==> config.mk <==
export PLATFORM = sky130hd
export DESIGN_NAME = fifo_uart_tx_flat
export DESIGN_NICKNAME = d
export VERILOG_FILES = /design/src/rtl/fifo_uart_pkg.sv /design/src/rtl/fifo_uart_tx_if.sv /design/src/rtl/uart_bit_timer.sv /design/src/rtl/fifo_uart_tx.sv /design/src/flat_wrapper.sv
export SDC_FILE = /design/constraint.sdc
export NUM_CORES = 1
export LEC_CHECK = 0
export ABC_AREA = 1
export CORE_ASPECT_RATIO = 0.6
export CORE_MARGIN = 2
export CORE_UTILIZATION = 45
export DETAILED_ROUTE_END_ITERATION = 8
export PLACE_DENSITY = 0.66
export SLEW_MARGIN = 20
export SYNTH_ARGS = -nofsm -noshare
export SYNTH_HDL_FRONTEND = slang
export SYNTH_SLANG_ARGS = --single-unit
==> constraint.sdc <==
create_clock -name clk -period 2.4 [get_ports clk]
set_input_delay 0.6 -clock clk [delete_from_list [all_inputs] [get_ports clk]]
set_output_delay 0.6 -clock clk [all_outputs]
set_load 0.01 [all_outputs]
==> src/rtl/fifo_uart_pkg.sv <==
// Shared types and helpers for the FIFO-fed UART transmitter.
// No logic of its own; no latency.
// No handshake; consumed by fifo_uart_tx and its bench.
package fifo_uart_pkg;

  typedef enum logic [2:0] {
    IDLE,
    REQ,
    LOAD,
    START,
    DATA,
    PARITY,
    STOP
  } tx_state_t;

  // Level of the serial line between frames.
  localparam logic TX_IDLE_LVL = 1'b1;

  // Even parity over up to 32 data bits; narrower bytes are zero-extended,
  // which leaves the XOR unchanged.
  function automatic logic calc_parity(input logic [31:0] data);
    return ^data;
  endfunction

endpackage

==> src/rtl/fifo_uart_tx_if.sv <==
// Read-side handshake between a byte FIFO and the UART drain stage.
// Pure wiring; no latency.
// master pulses fifo_rd_en only while fifo_empty is low; data follows one cycle later.
interface fifo_uart_tx_if #(
  parameter int DATA_W = 8
);
  logic              fifo_empty;
  logic [DATA_W-1:0] fifo_data;
  logic              fifo_rd_en;

  // Drain side: issues pops, receives status and data.
  modport master (
    input  fifo_empty,
    input  fifo_data,
    output fifo_rd_en
  );

  // FIFO side: accepts pops, supplies status and data.
  modport slave (
    output fifo_empty,
    output fifo_data,
    input  fifo_rd_en
  );
endinterface

==> src/rtl/uart_bit_timer.sv <==
// Bit-period counter shared by the UART TX and RX sides.
// bit_end is high on the last of every CLKS_PER_BIT cycles after clr drops.
// No handshake; clr holds the count at zero.
module uart_bit_timer #(
  parameter int CLKS_PER_BIT = 868,
  localparam int CW          = $clog2(CLKS_PER_BIT)
) (
  input  logic          clk,
  input  logic          reset,
  input  logic          clr,
  output logic          bit_end,
  output logic [CW-1:0] cnt
);
  localparam logic [CW-1:0] LAST = CW'(CLKS_PER_BIT - 1);

  assign bit_end = (cnt == LAST);

  // Count 0..CLKS_PER_BIT-1 and wrap on each bit boundary.
  always_ff @(posedge clk) begin
    if (reset || clr) cnt <= '0;
    else if (bit_end) cnt <= '0;
    else              cnt <= cnt + 1'b1;
  end
endmodule

==> src/rtl/fifo_uart_tx.sv <==
// Pops bytes from a sync_fifo and serialises them as UART frames on tx (FIFO_UART_PARITY_EN adds even parity).
// First start bit 3 cycles after a non-empty FIFO is seen in IDLE; frame = (2+DATA_W[+1])*CLKS_PER_BIT cycles.
// One pop per frame; the FIFO buffers while a frame is on the wire; tx_enable low parks the block in IDLE.
module fifo_uart_tx
  import fifo_uart_pkg::*;
#(
  parameter int CLKS_PER_BIT = 868,
  parameter int DATA_W       = 8
) (
  input  logic           clk,
  input  logic           reset,
  input  logic           tx_enable,
  fifo_uart_tx_if.master fifo,
  output logic           tx,
  output logic           busy,
  output logic           byte_done
);
  localparam int IW = (DATA_W > 1) ? $clog2(DATA_W) : 1;
  localparam int CW = $clog2(CLKS_PER_BIT);
  localparam logic [IW-1:0] LAST_IDX = IW'(DATA_W - 1);
  localparam logic [CW-1:0] PRE_LAST = CW'(CLKS_PER_BIT - 2);

  tx_state_t         state, state_nxt;
  logic [DATA_W-1:0] shift_reg, shift_nxt;
  logic [IW-1:0]     bit_idx, idx_nxt;
  logic              tx_nxt;
  logic              rd_q, rd_nxt;
  logic              byte_done_nxt;
  logic              bit_end;
  logic [CW-1:0]     bit_cnt;
  logic              timer_clr;

  assign fifo.fifo_rd_en = rd_q;

  // The bit timer only runs while a bit is on the line.
  assign timer_clr = (state == IDLE) || (state == REQ) || (state == LOAD);

  uart_bit_timer #(
    .CLKS_PER_BIT(CLKS_PER_BIT)
  ) u_bit_timer (
    .clk    (clk),
    .reset  (reset),
    .clr    (timer_clr),
    .bit_end(bit_end),
    .cnt    (bit_cnt)
  );

  // State, shifter and every output are registered from the next-state logic.
  always_ff @(posedge clk) begin
    if (reset) begin
      state     <= IDLE;
      tx        <= TX_IDLE_LVL;
      rd_q      <= 1'b0;
      busy      <= 1'b0;
      byte_done <= 1'b0;
      shift_reg <= '0;
      bit_idx   <= '0;
    end else begin
      state     <= state_nxt;
      tx        <= tx_nxt;
      rd_q      <= rd_nxt;
      busy      <= (state_nxt != IDLE);
      byte_done <= byte_done_nxt;
      shift_reg <= shift_nxt;
      bit_idx   <= idx_nxt;
    end
  end

  // Next state and next output values; the shifter rotates so the byte is intact for parity.
  always_comb begin
    state_nxt     = state;
    tx_nxt        = tx;
    rd_nxt        = 1'b0;
    byte_done_nxt = 1'b0;
    shift_nxt     = shift_reg;
    idx_nxt       = bit_idx;
    case (state)
      IDLE: begin
        tx_nxt  = TX_IDLE_LVL;
        idx_nxt = '0;
        if (tx_enable && !fifo.fifo_empty) begin
          state_nxt = REQ;
          rd_nxt    = 1'b1;
        end
      end
      REQ: begin
        state_nxt = LOAD;
      end
      LOAD: begin
        shift_nxt = fifo.fifo_data;
        tx_nxt    = 1'b0;
        state_nxt = START;
      end
      START: begin
        if (bit_end) begin
          state_nxt = DATA;
          tx_nxt    = shift_reg[0];
          idx_nxt   = '0;
        end
      end
      DATA: begin
        if (bit_end) begin
          shift_nxt = {shift_reg[0], shift_reg[DATA_W-1:1]};
          if (bit_idx == LAST_IDX) begin
`ifdef FIFO_UART_PARITY_EN
            state_nxt = PARITY;
            tx_nxt    = calc_parity(32'(shift_reg));
`else
            state_nxt = STOP;
            tx_nxt    = 1'b1;
`endif
          end else begin
            idx_nxt = bit_idx + 1'b1;
            tx_nxt  = shift_reg[1];
          end
        end
      end
`ifdef FIFO_UART_PARITY_EN
      PARITY: begin
        if (bit_end) begin
          state_nxt = STOP;
          tx_nxt    = 1'b1;
        end
      end
`endif
      STOP: begin
        byte_done_nxt = (bit_cnt == PRE_LAST);
        if (bit_end) begin
          state_nxt = IDLE;
          tx_nxt    = TX_IDLE_LVL;
        end
      end
      default: begin
        state_nxt = IDLE;
        tx_nxt    = TX_IDLE_LVL;
      end
    endcase
  end
endmodule
==> src/flat_wrapper.sv <==
// flat-port wrapper written by rule: the top's interface ports become plain ports
module fifo_uart_tx_flat import fifo_uart_pkg::*;
#(
  parameter int CLKS_PER_BIT = 868,
  parameter int DATA_W       = 8
)
  (clk, reset, tx_enable, tx, busy, byte_done, fifo_fifo_empty, fifo_fifo_data, fifo_fifo_rd_en);
  fifo_uart_tx_if #(.DATA_W(DATA_W)) fifo_i ();
  input  logic clk;
  input  logic reset;
  input  logic tx_enable;
  output logic tx;
  output logic busy;
  output logic byte_done;
  input wire logic [$bits(fifo_i.fifo_empty)-1:0] fifo_fifo_empty;
  input wire logic [$bits(fifo_i.fifo_data)-1:0] fifo_fifo_data;
  output wire logic [$bits(fifo_i.fifo_rd_en)-1:0] fifo_fifo_rd_en;
  assign fifo_i.fifo_empty = fifo_fifo_empty;
  assign fifo_i.fifo_data = fifo_fifo_data;
  assign fifo_fifo_rd_en = fifo_i.fifo_rd_en;
  fifo_uart_tx #(.CLKS_PER_BIT(CLKS_PER_BIT), .DATA_W(DATA_W)) u_core (.clk(clk), .reset(reset), .tx_enable(tx_enable), .fifo(fifo_i), .tx(tx), .busy(busy), .byte_done(byte_done));
endmodule
# ---- After elaboration in Yosys (flattened, before gate mapping)
# Index checks and enable logic that the tools add are counted.
dict set report totals {
  word_cells 58
  in_bits 12
  regBits 28
  out_inout_bits 4
}
dict set report op_classes {
  n_eq_ne 12
  n_reduce_logical 15
  n_mux 18
  bitwise_logic 3
  n_addsub 2
}
# cell count
set ops {}
lappend ops {{$mux 3} 8}
lappend ops {{$eq 10x10->1 const B} 2}
lappend ops {{$pmux 3 s6} 1}
lappend ops {{$pmux 8 s2} 1}
lappend ops {{$add 10x1->10 const B} 1}
lappend ops {{$eq 3x3->1 const B} 3}
lappend ops {{$pmux 3 s3} 1}
lappend ops {{$mux 8} 1}
lappend ops {{$reduce_and 4->1} 2}
lappend ops {{$eq 3x2->1 const B} 2}
lappend ops {{$ne 2x1->1 const B} 3}
lappend ops {{$reduce_bool 3->1} 2}
lappend ops {{$reduce_or 2->1} 3}
lappend ops {{$mux 1} 5}
lappend ops {{$pmux 1 s5} 1}
lappend ops {{$add 3x1->3 const B} 1}
lappend ops {{$eq 3x1->1 const B} 1}
lappend ops {{$logic_not 3->1} 1}
lappend ops {{$logic_or 1x1->1} 3}
lappend ops {{$not 1->1} 3}
lappend ops {{$ne 2x2->1 const B} 1}
lappend ops {{$reduce_and 2->1} 1}
lappend ops {{$reduce_bool 2->1} 1}
lappend ops {{$logic_and 1x1->1} 1}
lappend ops {{$logic_not 1->1} 1}

# ---- Depth between registers and ports, before layout
dict set report logic_depth {
  depth_word 5
  ltp_mapped 11
}

# ---- Hierarchy
# Synthesis repeated with hierarchy kept, for this count alone.
dict set report unflattened {
  hier_cells 228
  hier_area_um2 1540.2
}
# mod area_each_um2 instances cells_each
set modules_own_cells {}
lappend modules_own_cells {fifo_uart_tx 1052.3 1 165}
lappend modules_own_cells {uart_bit_timer 488.0 1 63}

# ---- Worst setup path after synthesis
# No wires, ideal clock.
dict set report synth_path {
  path_kind {reg-to-reg}
  startpoint {reg u_core.u_bit_timer.cnt[0]}
  endpoint {reg u_core.shift_reg[1]}
  path_buffers 0
  path_stages_with_launch 9
  path_slack_ns 1.113
  arrival_ns 1.171
  setup_ns 0.116
  cell_sequence {dfxtp_1 > ha_1 > nand3_1 > nor2_4 > nand2_2 > nand2_4 > inv_4 > nor2_1 > nor2_1}
}
dict set report synth_between {
  elab_chain_len 3
}
# item line
set synth_rtl {}
lappend synth_rtl {{start: declaration} uart_bit_timer.sv:12} ;# output logic [CW-1:0] cnt
lappend synth_rtl {{start signal: assignment} uart_bit_timer.sv:22} ;# else cnt <= cnt + 1'b1;
lappend synth_rtl {{$eq 10x10->1} uart_bit_timer.sv:16} ;# assign bit_end = (cnt == LAST);
lappend synth_rtl {{$ne 2x1->1 (no line)} n/a}
lappend synth_rtl {{$reduce_and 2->1 (no line)} n/a}
lappend synth_rtl {{end signal: assignment} fifo_uart_tx.sv:64} ;# shift_reg <= shift_nxt;
lappend synth_rtl {{end: declaration} fifo_uart_tx.sv:24} ;# logic [DATA_W-1:0] shift_reg, shift_nxt;
# Every way passes these cells.
# A chain may end at the register's enable or synchronous reset.

# ---- Worst setup path in the final report
dict set report layout_path {
  startpoint {reg u_core.tx}
  endpoint {out tx}
}
# item line
set layout_lines {}
lappend layout_lines {{start: declaration} fifo_uart_tx.sv:14} ;# output logic tx,
lappend layout_lines {{start signal: assignment} fifo_uart_tx.sv:60} ;# tx <= tx_nxt;
lappend layout_lines {{end: declaration} flat_wrapper.sv:12} ;# output logic tx;
# No word-level cell between the ends.

==> reports/metrics.yaml <==
final_layout:
  drive_above_1_share_pct: 10.0
  fillers: 293
  design_area_um2: 1670
  largest_reg_flops: 10
  n_antenna_cell: 0
  utilization_pct: 56.6
  area_growth_pct: 16.3
  fin_nets: 246
route:
  routedWlPerCell_um: 11.5
  drtPass1Iterations: 4
  drtIter0Drc: 149
  drtAntennaViolNets: 0
  drc: 0
  vias: 1333
  routed_wirelength_um: 3110
  viasPerCell: 4.92
timing:
  fin_crit_sh_pct: 72.8
  relSlewSlack_pct: 73.0
  slew_viol_final: 0
  fmax_mhz: 572
  final.setup.tns_ps: 0
  layout_min_cycle_time_ps: 1750
  rsz0062_at_grt: "false"
  setup_viol: 0
  worst_slew_pin_slew_ps: 405
  hold_violations: 0
  fin_worst_hold_slack_ps: 469
  clock-skew-final_ps: 7.78
critical_path:
  crit_end: "tx"
  path_buf_inv: 1
  path_delay_family: "buffers and inverters"
  slowest_stage: "clkdlybuf4s50_1"
  reg2reg_to: "u_core.bit_idx[2]"
  reg2reg_depth: 8
  worst-path-stages: 1
  rrSetupSlack_ps: 830
  r2r-start: "u_core.state[0]"
  required_ps: 1800
  endpoint_kind: "primary output"
  worstPathMaxFanout: 2
  arrival_ps: 1150
  startpoint: "u_core.tx"
  crit_chain: "clkdlybuf4s50_1"
  slowest_delay_ps: 530
  path_class: "flop to primary output"
  cp-start-kind: "flop"
die:
  die_h_um: 47.7
  coreArea_um2: 2950
  die_area_um2: 3670
  die_x_um: 76.8
  start_util_pct: 48.6
  num_rows: 15
  ios: 16
yosys:
  synthTopCellsByArea: "dfxtp_1 (39%), nand2_1 (15%), nor2_1 (8.9%), inv_1 (5.8%), o21ai_0 (4.9%)"
  synth-edff-count: 0
  yosys.area_share.simple_pct: 38.4
  synth_fa_ha_area_share_pct: 3.49
  synth_top_area_share_pct: 39.1
  ys_warn_count: 0
  syn-cell-area_um2: 1430
  netlist_instances: 213
  synth_top_family_by_area: "simple AND/OR/NAND/NOR gates"
  avgSynthCellArea_um2: 6.73
  yosys_register_bits: 28
  post-synth-top-area-cell: "dfxtp_1"
  synthMuxAreaShare_pct: 0
  ys_types: 28
  synth_ff_type: "dfxtp_1"
  synth_seq_area_share_pct: 39.1
  syn-num-nets: 229
  synth_compound_area_share_pct: 10.0
  synthArstFlopShare_pct: 0
  synthXorXnorAreaFrac_pct: 0
power:
  p_sw_mw: 0.250
  power.density_nw_per_um2: 574
  power_frac_comb_pct: 15.2
  seq_power_share_pct: 53.8
  internal_power_mw: 0.706
  vdd_drop_max_v: 0.000358
  p_leak_nw: 0.766
  clkPwrFrac_pct: 30.9
  p_sw_share_pct: 26.1
cts:
  tritoncts: "done"
  cts_resized: 0
  postCtsHoldBufs: 0
  clk_pin_slew_ps: 100
  root_buffer: "clkbuf_8"
  cts.sinks: 28
  worstSkewPairLatency_ps: 280
  clockBufferDepth: 2
  cts_max_level: 1
  cts_buffers: 3
  cts_setup_buffers: 0
worst_hold_path:
  hold_class: "flop to flop"
  holdPathStages: 1
grt:
  grt_usage_pct: 19.1
  gr-total-overflow: 0
  grt_max_degree: 16
  grt_pass1_vias: 1181
  grt_pass1_wl_um: 5420
  grt_antenna_before_repair: 0
placement:
  gp_congestion: 0.842
  port_buffers: 15
  dp_hpwl_um: 2370
  placed_cell_area_um2: 1610
run:
  maxCapViolCount: 0
run_status:
  status: "completed"
## cells in the mapped netlist (2+ instances only)
cell	n
nand2_2	6
a21oi_1	7
nor2_2	3
nand2_1	56
o21ai_1	3
inv_1	22
inv_2	4
nor3b_1	2
nand2_4	2
nand3_1	9
o21ai_0	14
nor2_1	34
dfxtp_1	28
nor3_1	6
ha_1	4
## cell families after synthesis
logic type,Yosys count
DFF,28
buffers and inverters,30
AOI/OAI and AO/OA,27
adders and majority gates,4
and+or+nand+nor,124
## stage by stage
step,setup WS [ps],power (mW),cells
6_report,652,0.956,271
4_1_cts,636,0.964,271
5_1_grt,591,0.998,271
3_3_place_gp,647,0.663,267
2_1_floorplan,1110,0.611,213
3_5_place_dp,520,0.668,267
## power by group through the flow
| stage | Combinational (mW) | Clock, mW | Sequential [mW] |
|---|---|---|---|
| after floorplan | 0.0872 | 0 | 0.524 |
| after global placement | 0.139 | 0 | 0.524 |
| after detailed placement | 0.143 | 0 | 0.525 |
| after CTS | 0.145 | 0.305 | 0.515 |
| after global routing | 0.165 | 0.315 | 0.519 |
| final | 0.146 | 0.296 | 0.514 |
## how the worst min path moves through the flow
stage | start | to
after floorplan | u_core.u_bit_timer.cnt[0] | u_core.u_bit_timer.cnt[0]
after global placement | u_core.u_bit_timer.cnt[0] | u_core.u_bit_timer.cnt[0]
after detailed placement | u_core.u_bit_timer.cnt[0] | u_core.u_bit_timer.cnt[0]
after CTS | u_core.u_bit_timer.cnt[0] | u_core.u_bit_timer.cnt[0]
after global routing | u_core.u_bit_timer.cnt[0] | u_core.u_bit_timer.cnt[0]
final | u_core.u_bit_timer.cnt[0] | u_core.u_bit_timer.cnt[0]
## layout make-up
class                           count  area [µm²]  share of cell area (%)
Multi-Input combinational cell    155         744                    44.7
Sequential cell                    28         561                    33.6
Timing Repair Buffer               15         150                    9.01
Inverter                           27         104                    6.23
Clock buffer                        4        55.1                    3.30
Tap cell                           42        52.6                    3.15
## layer usage
| metal | GRT usage, % | part of all wire (%) | vias up |
|---|---|---|---|
| met5 | 0 | 0 | - |
| li1 | - | - | 701 |
| met3 | 3.58 | 6.1 | 2 |
| met4 | 5.82 | 0.68 | 0 |
| met2 | 29.3 | 39 | 40 |
| met1 | 27.8 | 54 | 590 |
## cell usage in the layout, fill, tap and decap left out, drive strengths merged
master,instances
nand2,64
clkbuf,4
nand4,1
nand3b,1
nand3,9
and3,1
nor3b,2
or3,1
a31oi,1
inv,27
nor3,6
nor2,38
a21oi,8
clkdlybuf4s50,15
o21ai,18
ha,4
dfxtp,28
nor4,1
Power figures use the tool's default switching activity.
